### src/rtl/panel_ctrl_pkg.sv
// Shared definitions for the front-panel controller: FSM state encoding,
// default timing parameters and a counter-width helper.
package panel_ctrl_pkg;

  typedef enum logic [1:0] {
    ST_IDLE     = 2'd0,
    ST_BUSY     = 2'd1,
    ST_DONE_OK  = 2'd2,
    ST_DONE_ERR = 2'd3
  } state_e;

`ifdef COCOTB_SIM
  localparam int DEF_DEB_CYCLES     = 4;
  localparam int DEF_TIMEOUT_CYCLES = 100;
  localparam int DEF_BLINK_HALF     = 8;
`else
  // 10 ms debounce, 30 s watchdog, 0.25 s blink half-period at 36 MHz
  localparam int DEF_DEB_CYCLES     = 360000;
  localparam int DEF_TIMEOUT_CYCLES = 36000000 * 30;
  localparam int DEF_BLINK_HALF     = 9000000;
`endif

  // Counter width able to hold 0..n-1; never narrower than one bit.
  function automatic int cnt_w(input int n);
    return (n > 1) ? $clog2(n) : 1;
  endfunction

endpackage

### src/rtl/panel_ctrl_if.sv
// Board-side pins of the front panel plus the ghost_sd handshake.
// master = panel_ctrl, slave = the board / ghost_sd side.
interface panel_ctrl_if;
  logic ibtn;
  logic isuccess;
  logic ifail;
  logic ostart;
  logic oled_busy;
  logic oled_ok;
  logic oled_err;
  logic otimeout;

  modport master (
    input  ibtn, isuccess, ifail,
    output ostart, oled_busy, oled_ok, oled_err, otimeout
  );

  modport slave (
    output ibtn, isuccess, ifail,
    input  ostart, oled_busy, oled_ok, oled_err, otimeout
  );
endinterface

### src/rtl/panel_ctrl_debounce.sv
// Start-button conditioning: 2-flop synchronizer followed by a counter that
// only accepts a level change after DEB_CYCLES consecutive disagreeing
// samples. press is a registered one-cycle pulse on the accepted rise.
module debounce
  import panel_ctrl_pkg::*;
#(
  parameter int DEB_CYCLES = DEF_DEB_CYCLES
) (
  input  logic iclk,
  input  logic irst,
  input  logic ibtn,
  output logic btn_d,
  output logic press
);

  localparam int CW = cnt_w(DEB_CYCLES);
  localparam logic [CW-1:0] CNT_LAST = CW'(DEB_CYCLES - 1);

  logic          sync1_q, sync1_d;
  logic          sync2_q, sync2_d;
  logic          btn_d_q, btn_d_d;
  logic          press_q, press_d;
  logic [CW-1:0] cnt_q,   cnt_d;

  // Next-state: count disagreement, toggle the level once the count is full.
  always_comb begin
    sync1_d = ibtn;
    sync2_d = sync1_q;
    btn_d_d = btn_d_q;
    press_d = 1'b0;
    cnt_d   = '0;
    if (sync2_q != btn_d_q) begin
      if (cnt_q == CNT_LAST) begin
        btn_d_d = ~btn_d_q;
        press_d = ~btn_d_q;
        cnt_d   = '0;
      end else begin
        cnt_d = cnt_q + CW'(1);
      end
    end
  end

  // State registers with synchronous active-low reset.
  always_ff @(posedge iclk) begin
    if (!irst) begin
      sync1_q <= 1'b0;
      sync2_q <= 1'b0;
      btn_d_q <= 1'b0;
      press_q <= 1'b0;
      cnt_q   <= '0;
    end else begin
      sync1_q <= sync1_d;
      sync2_q <= sync2_d;
      btn_d_q <= btn_d_d;
      press_q <= press_d;
      cnt_q   <= cnt_d;
    end
  end

  assign btn_d = btn_d_q;
  assign press = press_q;

endmodule

### src/rtl/panel_ctrl.sv
// Front-panel controller: debounced start button -> one-cycle ostart,
// run FSM latching ghost_sd results, run watchdog and LED blink patterns.
// Every output is a flop; LED values are derived from next-state values so
// they change on the same edge as the state.
module panel_ctrl
  import panel_ctrl_pkg::*;
#(
  parameter int DEB_CYCLES     = DEF_DEB_CYCLES,
  parameter int TIMEOUT_CYCLES = DEF_TIMEOUT_CYCLES,
  parameter int BLINK_HALF     = DEF_BLINK_HALF
) (
  input  logic          iclk,
  input  logic          irst,
  panel_ctrl_if.master  pif
);

  localparam int WW = cnt_w(TIMEOUT_CYCLES);
  localparam int BW = cnt_w(BLINK_HALF);
  localparam logic [WW-1:0] WD_LAST    = WW'(TIMEOUT_CYCLES - 1);
  localparam logic [BW-1:0] BLINK_LAST = BW'(BLINK_HALF - 1);

  logic btn_lvl;
  logic press;
  logic start_req;

  debounce #(
    .DEB_CYCLES (DEB_CYCLES)
  ) u_debounce (
    .iclk  (iclk),
    .irst  (irst),
    .ibtn  (pif.ibtn),
    .btn_d (btn_lvl),
    .press (press)
  );

  // press only ever accompanies a high debounced level; gating keeps the pair coherent
  assign start_req = press & btn_lvl;

  state_e        state_q,   state_d;
  logic          ostart_q,  ostart_d;
  logic          busy_q,    busy_d;
  logic          ok_q,      ok_d;
  logic          err_q,     err_d;
  logic          timeout_q, timeout_d;
  logic          phase_q,   phase_d;
  logic [WW-1:0] wd_q,      wd_d;
  logic [BW-1:0] blink_q,   blink_d;

  // Next-state: free-running blink, FSM transitions, watchdog, LED decode.
  always_comb begin
    state_d   = state_q;
    ostart_d  = 1'b0;
    timeout_d = timeout_q;
    wd_d      = wd_q;

    if (blink_q == BLINK_LAST) begin
      blink_d = '0;
      phase_d = ~phase_q;
    end else begin
      blink_d = blink_q + BW'(1);
      phase_d = phase_q;
    end

    case (state_q)
      ST_BUSY: begin
        // a result flag beats watchdog expiry; ifail beats isuccess
        if (pif.ifail) begin
          state_d = ST_DONE_ERR;
        end else if (pif.isuccess) begin
          state_d = ST_DONE_OK;
        end else if (wd_q == WD_LAST) begin
          state_d   = ST_DONE_ERR;
          timeout_d = 1'b1;
        end else begin
          wd_d = wd_q + WW'(1);
        end
      end
      default: begin
        // result flags are ignored here, so stale levels from a past run are harmless
        if (start_req) begin
          state_d   = ST_BUSY;
          ostart_d  = 1'b1;
          timeout_d = 1'b0;
          wd_d      = '0;
          blink_d   = '0;
          phase_d   = 1'b1;
        end
      end
    endcase

    busy_d = (state_d == ST_BUSY) && phase_d;
    ok_d   = (state_d == ST_DONE_OK);
    err_d  = (state_d == ST_DONE_ERR) && (!timeout_d || phase_d);
  end

  // FSM and output registers with synchronous active-low reset.
  always_ff @(posedge iclk) begin
    if (!irst) begin
      state_q   <= ST_IDLE;
      ostart_q  <= 1'b0;
      busy_q    <= 1'b0;
      ok_q      <= 1'b0;
      err_q     <= 1'b0;
      timeout_q <= 1'b0;
      phase_q   <= 1'b0;
      wd_q      <= '0;
      blink_q   <= '0;
    end else begin
      state_q   <= state_d;
      ostart_q  <= ostart_d;
      busy_q    <= busy_d;
      ok_q      <= ok_d;
      err_q     <= err_d;
      timeout_q <= timeout_d;
      phase_q   <= phase_d;
      wd_q      <= wd_d;
      blink_q   <= blink_d;
    end
  end

  assign pif.ostart    = ostart_q;
  assign pif.oled_busy = busy_q;
  assign pif.oled_ok   = ok_q;
  assign pif.oled_err  = err_q;
  assign pif.otimeout  = timeout_q;

endmodule
### src/flat_wrapper.sv
// flat-port wrapper written by rule: the top's interface ports become plain ports
module panel_ctrl_flat import panel_ctrl_pkg::*;
#(
  parameter int DEB_CYCLES     = DEF_DEB_CYCLES,
  parameter int TIMEOUT_CYCLES = DEF_TIMEOUT_CYCLES,
  parameter int BLINK_HALF     = DEF_BLINK_HALF
)
  (iclk, irst, pif_ibtn, pif_isuccess, pif_ifail, pif_ostart, pif_oled_busy, pif_oled_ok, pif_oled_err, pif_otimeout);
  panel_ctrl_if pif_i ();
  input  logic iclk;
  input  logic irst;
  input wire logic [$bits(pif_i.ibtn)-1:0] pif_ibtn;
  input wire logic [$bits(pif_i.isuccess)-1:0] pif_isuccess;
  input wire logic [$bits(pif_i.ifail)-1:0] pif_ifail;
  output wire logic [$bits(pif_i.ostart)-1:0] pif_ostart;
  output wire logic [$bits(pif_i.oled_busy)-1:0] pif_oled_busy;
  output wire logic [$bits(pif_i.oled_ok)-1:0] pif_oled_ok;
  output wire logic [$bits(pif_i.oled_err)-1:0] pif_oled_err;
  output wire logic [$bits(pif_i.otimeout)-1:0] pif_otimeout;
  assign pif_i.ibtn = pif_ibtn;
  assign pif_i.isuccess = pif_isuccess;
  assign pif_i.ifail = pif_ifail;
  assign pif_ostart = pif_i.ostart;
  assign pif_oled_busy = pif_i.oled_busy;
  assign pif_oled_ok = pif_i.oled_ok;
  assign pif_oled_err = pif_i.oled_err;
  assign pif_otimeout = pif_i.otimeout;
  panel_ctrl #(.DEB_CYCLES(DEB_CYCLES), .TIMEOUT_CYCLES(TIMEOUT_CYCLES), .BLINK_HALF(BLINK_HALF)) u_core (.iclk(iclk), .irst(irst), .pif(pif_i));
endmodule
### config.mk
export PLATFORM = sky130hd
export DESIGN_NAME = panel_ctrl_flat
export DESIGN_NICKNAME = d
export VERILOG_FILES = /design/src/rtl/panel_ctrl_pkg.sv /design/src/rtl/panel_ctrl_if.sv /design/src/rtl/panel_ctrl_debounce.sv /design/src/rtl/panel_ctrl.sv /design/src/flat_wrapper.sv
export SDC_FILE = /design/constraint.sdc
export NUM_CORES = 1
export LEC_CHECK = 0
export BUFFER_PORTS_ARGS = -buffer_cell sky130_fd_sc_hd__buf_2
export CAP_MARGIN = 20
export CORE_UTILIZATION = 55
export CTS_CLUSTER_DIAMETER = 40
export CTS_CLUSTER_SIZE = 25
export DETAILED_ROUTE_END_ITERATION = 6
export GPL_ROUTABILITY_DRIVEN = 0
export HOLD_SLACK_MARGIN = 0.08
export PLACE_DENSITY = 0.72
export SLEW_MARGIN = 20
export SYNTH_ARGS = -nofsm -noshare
export SYNTH_HDL_FRONTEND = slang
export SYNTH_SLANG_ARGS = --single-unit
### constraint.sdc
create_clock -name iclk -period 2.25 [get_ports iclk]
set_input_delay 0 -clock iclk [delete_from_list [all_inputs] [get_ports iclk]]
set_output_delay 0 -clock iclk [all_outputs]
set_load 0.02 [all_outputs]
---- Yosys cells after proc, flatten, opt, wreduce, memory -nomap -nowiden ----
Cells that the tools add are included.
cells by class
  add/sub/neg operators ................... 3
  equality and inequality tests ........... 11
  muxes and demuxes ....................... 22
  bitwise logic cells ..................... 5
  reduce and logical (&&, ||, !) cells .... 10
operator list
  cell                   number
  $mux 31                5
  $mux 24                3
  $add 31x1->31 const B  1
  $eq 31x31->1 const B   1
  $add 24x1->24 const B  1
  $eq 24x24->1 const B   1
  $add 19x1->19 const B  1
  $eq 19x19->1 const B   1
  $mux 2                 5
  $mux 1                 9
  $ne 2x2->1 const B     3
  $eq 2x1->1 const B     2
  $eq 2x2->1 const B     2
  $not 1->1              4
  $reduce_and 4->1       1
  $reduce_and 3->1       1
  $reduce_or 3->1        1
  $logic_and 1x1->1      2
  $reduce_and 2->1       1
  $reduce_bool 2->1      1
  $reduce_or 2->1        1
  $and 1x1->1            1
  $logic_not 1->1        1
  $logic_or 1x1->1       1
  $ne 1x1->1             1
word-level totals
  flip-flop bits (word level) ............. 86
  input bits .............................. 5
  output and inout bits ................... 5
  word-level logic and storage cells ...... 65

---- Logic depth before layout (Yosys ltp) ----
  depth in word-level cells ............... 8
  mapped depth ............................ 8
  mapped depth without buffers ............ 6

---- Hierarchy ----
A second synthesis with hierarchy kept.
second synthesis, totals
  cells, all modules ...................... 442
  area, all modules ....................... 3907.5 µm²
modules (own cells, without submodules)
  module      instances  cells each  area each (µm²)  seq. area each (µm²)
  panel_ctrl  1          330         2871.5           1261.2
  debounce    1          112         1036.0           460.4

---- Worst setup path after synthesis ----
Ideal clock, no wire load.
  path type ............................... register -> register
  start ................................... reg u_core.state_q[1]
  end ..................................... reg u_core.wd_q[13]
  setup time .............................. 0.072 ns
  arrival ................................. 1.911 ns
  required time ........................... 2.178 ns
  setup slack ............................. 0.267 ns
  stages on the path, launching flop included .. 7
  buffers on the path ..................... 1
  path through ............................ dfxtp_1 > or4b_1 > buf_4 > nor2_4 > o31ai_2 > a2111oi_0 > mux2i_1
between the ends
  cells in the longest elaborated chain, start to end .. 3
  elaborated cells on any way between the ends .. 7
ends and longest elaborated chain
  what                                                              line               text
  start, declared                                                   panel_ctrl.sv:39   state_e state_q, state_d;
  start signal, assigned                                            panel_ctrl.sv:109  state_q <= state_d;
  $eq 2x1->1 (*)                                                    panel_ctrl.sv:64   case (state_q)
  $ne 2x2->1 (no source line) or $reduce_bool 2->1 (tied branches)  n/a
  $reduce_and 4->1 (no source line)                                 n/a
  end signal, assigned                                              panel_ctrl.sv:116  wd_q <= wd_d;
  end, declared                                                     panel_ctrl.sv:46   logic [WW-1:0] wd_q, wd_d;
Mark *: on every way between the ends. The rest lies on a longest branch, timed or not.
A chain may end at the register's enable or synchronous reset.

---- Worst setup path after layout ----
  start ................................... reg u_core.state_q[1]
  end ..................................... reg u_core.wd_q[21]
The elaborated chain is that of the path after synthesis.

==> summary.md <==
| Metric | Value |
|---|---|
| Io pins | `10` |
| Worst slack at placement | `0.0379 ns` |
| Die Y | `approximately 89 um` |
| Final non-filler cell total | `608` |
| TritonCTS Buffers | `9` |
| P per Cell Area | `562 nW/um^2` |
| Post-synth EDFFs | `0` |
| Min-delay worst type | `in2reg` |
| Detailed placement HPWL | `between 5000 and 6000 um` |
| Post-route setup slack | `~0.17 ns` |
| Initial antenna violation count | `0` |
| Crit Path Class | `reg2reg` |
| Largest net degree at the start of global routing | `25` |
| Slew Limit Headroom | `between 50 and 60%` |
| # port buffers | `9` |
| Pre-antenna DRT Iters | `4` |
| Slew @ Worst Pin | `around 0.70 ns` |
| Distinct cells, synth | `52` |
| # H-tree levels | `3` |
| Largest family of logic cells by synthesized area | `simple AND/OR/NAND/NOR gates` |
| Synthesized Nets | `slightly below 500` |
| CTS tree | `built` |
| DRT iter0 DRCs | `between 150 and 200` |
| DR vias/cell | `around 5.7` |
| Clock slew at reported path FFs | `roughly 0.090 ns` |
| RSZ-0062 raised after global routing | `false` |
| Vias in the first global route | `around 3000` |
| Register area share after synthesis | `41.7%` |
| Max VDD drop | `~360 uV` |
| Main flop type after synthesis | `dfxtp_1` |
| Area of the mapped netlist | `approximately 4100 um^2` |
| # DRC | `0` |
| WL/cell | `approximately 14 um` |
| Post-Synth Adder-Cell Area | `0.910%` |
| Total wire length | `8270 um` |
| Final hold violation count | `0` |
| Clock Root Buffer | `clkbuf_8` |
| CP Capture Type | `flip-flop` |
| Cells after Synth | `~480` |
| Synth Area in Simple Gates | `between 30 and 40%` |
| CP arrival | `about 2.4 ns` |
| Yosys Warn Count | `0` |
| DIE AREA | `just under 8000 um^2` |
| Worst-skew pair later-pin latency | `0.36 ns` |
| FF+latch count, synth | `86` |
| Std cell rows | `31` |
| Layout cells sized above 1 | `11.6%` |
| First-pass GRT wire length | `around 14000 um` |
| Fmax | `a little under 500 MHz` |
| DR vias | `around 3400` |
| Area share of xor/xnor cells in the synthesized design | `a little under a tenth` |
| Worst Setup Start Kind | `flip-flop` |
| Starting density of the core | `a little under three fifths` |
| CTS sink cnt | `86` |
| Synth Area per Inst | `approximately 8.6 um^2` |
| Tmin final | `approximately 2.1 ns` |
| Pleak | `1.58 nW` |
| Total setup buffers inserted after CTS | `0` |
| GRT overflow | `0` |
| CTS Buffer Depth | `2` |
| Mux cell area share after synthesis | `~2.2%` |
| Final period util | `92.6%` |
| CP Max Fanout | `10` |
| Run status | `complete, no violations` |
| Max-slew violations | `0` |
| Compound-Gate Fraction of Synth Area | `about a tenth` |
| P&R area growth vs syn | `11.2%` |
| Core area | `between 7000 and 8000 um^2` |
| FILL cells | `about 670` |
| Setup_tns | `0 ns` |
| Async set-reset flop share out of synthesis | `0%` |
| WP data required | `~2.6 ns` |
| Endpoints failing setup | `0` |
| Commonest non-fill, non-tap cell in the layout | `dfxtp_1` |
| Clock Skew | `between 0.008 and 0.009 ns` |
| Commonest non-fill, non-tap cells in the layout | `dfxtp_1, nor2_1, nand2_1` |
| Diode count | `0` |
| Chip width | `88.6 um` |
| Dpl cells | `between 500 and 600` |
| GRT Util Overall | `between 20 and 25%` |
| Number of max-cap violations | `0` |
| Final ANT Viol Nets | `0` |
| Nets | `about 510` |
## metrics by stage
step / power (mW) / hold slack [ns] / utilization [%] / area [um^2]
finish: 2.58 / 0.137 / 63.2 / 4590
global route: 2.65 / 0.162 / 63.2 / 4590
CTS: 2.59 / 0.121 / 63.1 / 4580
detailed placement: 1.62 / 0.210 / 60.0 / 4360
global placement: 1.62 / 0.209 / 60.0 / 4360
floorplan: 1.60 / 0.127 / - / 4130
## cell families after synthesis
| group | after synthesis |
|---|---|
| compound gates | 59 |
| xor+xnor | 45 |
| fa+ha+maj | 3 |
| buf+inv | 24 |
| flops | 86 |
| mux | 9 |
| simple gates | 251 |
## state kept, by name (all words and copies together), names as in the netlist, 2 cells and up
signal                   flops
u_core.wd_q                 31
u_core.state_q               2
u_core.blink_q              24
u_core.u_debounce.cnt_q     19
## report_power, final
part,internal [mW],switching [mW],leakage [nW]
Clock,0.403,0.586,0.0858
Sequential,1.53,0.00553,0.693
Combinational,0.0209,0.0363,0.800
Total,1.95,0.628,1.58
## routing by layer
metal	track usage [%]	wire length, um	vias up
li1	-	-	1760
met1	28.8	4090	1620
met2	37.0	3840	43
met3	3.17	212	13
met4	8.06	127	0
met5	0	0	-
## Yosys cell counts, types with 2 or more instances
| cell | number | area [um^2] |
|---|---|---|
| a2111oi_0 | 2 | 17.5 |
| a211oi_1 | 3 | 22.5 |
| a21oi_1 | 18 | 90.1 |
| and2_1 | 7 | 43.8 |
| and3_1 | 10 | 62.6 |
| and4_1 | 8 | 70.1 |
| buf_2 | 2 | 10.0 |
| clkbuf_1 | 11 | 41.3 |
| dfxtp_1 | 86 | 1720 |
| ha_1 | 3 | 37.5 |
| inv_1 | 10 | 37.5 |
| mux2i_1 | 9 | 90.1 |
| nand2_1 | 46 | 173 |
| nand2b_1 | 9 | 56.3 |
| nand3_1 | 31 | 155 |
| nand3b_1 | 2 | 15.0 |
| nand4_1 | 17 | 106 |
| nand4b_1 | 2 | 17.5 |
| nor2_1 | 62 | 233 |
| nor2b_1 | 3 | 18.8 |
| nor3_1 | 10 | 50.1 |
| nor3b_1 | 2 | 15.0 |
| nor4_1 | 2 | 12.5 |
| nor4_4 | 2 | 42.5 |
| nor4b_1 | 9 | 78.8 |
| o211ai_1 | 7 | 52.6 |
| o21ai_0 | 12 | 60.1 |
| o31ai_1 | 6 | 45.0 |
| o31ai_2 | 2 | 25.0 |
| or2_2 | 2 | 12.5 |
| or3_1 | 9 | 56.3 |
| or3_2 | 3 | 22.5 |
| or4_1 | 8 | 60.1 |
| xnor2_1 | 14 | 123 |
| xor2_1 | 31 | 272 |
## critical path: stages (launching register included)
cell	delay, ns
dfxtp_1	0.36
or4b_4	0.63
a211oi_1	0.28
o31ai_2	0.20
or4_1	0.49
nand2_1	0.07
## worst paths after layout
check,from,to,slack [ns],cells after the start
worst max-delay path,u_core.state_q[1],u_core.wd_q[21],0.17,5
worst min-delay path,pif_isuccess,u_core.state_q[1],0.14,4
worst min register to register,u_core.u_debounce.sync1_q,u_core.u_debounce.sync2_q,0.45,1
worst max register to register,u_core.state_q[1],u_core.wd_q[21],0.17,5
## timing repair
action	CTS	global route
gates resized for setup	0	2
setup endpoints to repair	0	9
hold buffers	5	0
endpoints found under the hold margin	7	0
## cell type report
| type | instances | area [um^2] | share of cell area, % |
|---|---|---|---|
| Clock buffer | 9 | 124 | 2.70 |
| Clock inverter | 7 | 47.5 | 1.04 |
| Inverter | 10 | 37.5 | 0.819 |
| Multi-Input combinational cell | 367 | 2320 | 50.5 |
| Sequential cell | 86 | 1720 | 37.5 |
| Tap cell | 99 | 124 | 2.70 |
| Timing Repair Buffer | 30 | 215 | 4.69 |
Power figures use the tool's default switching activity.
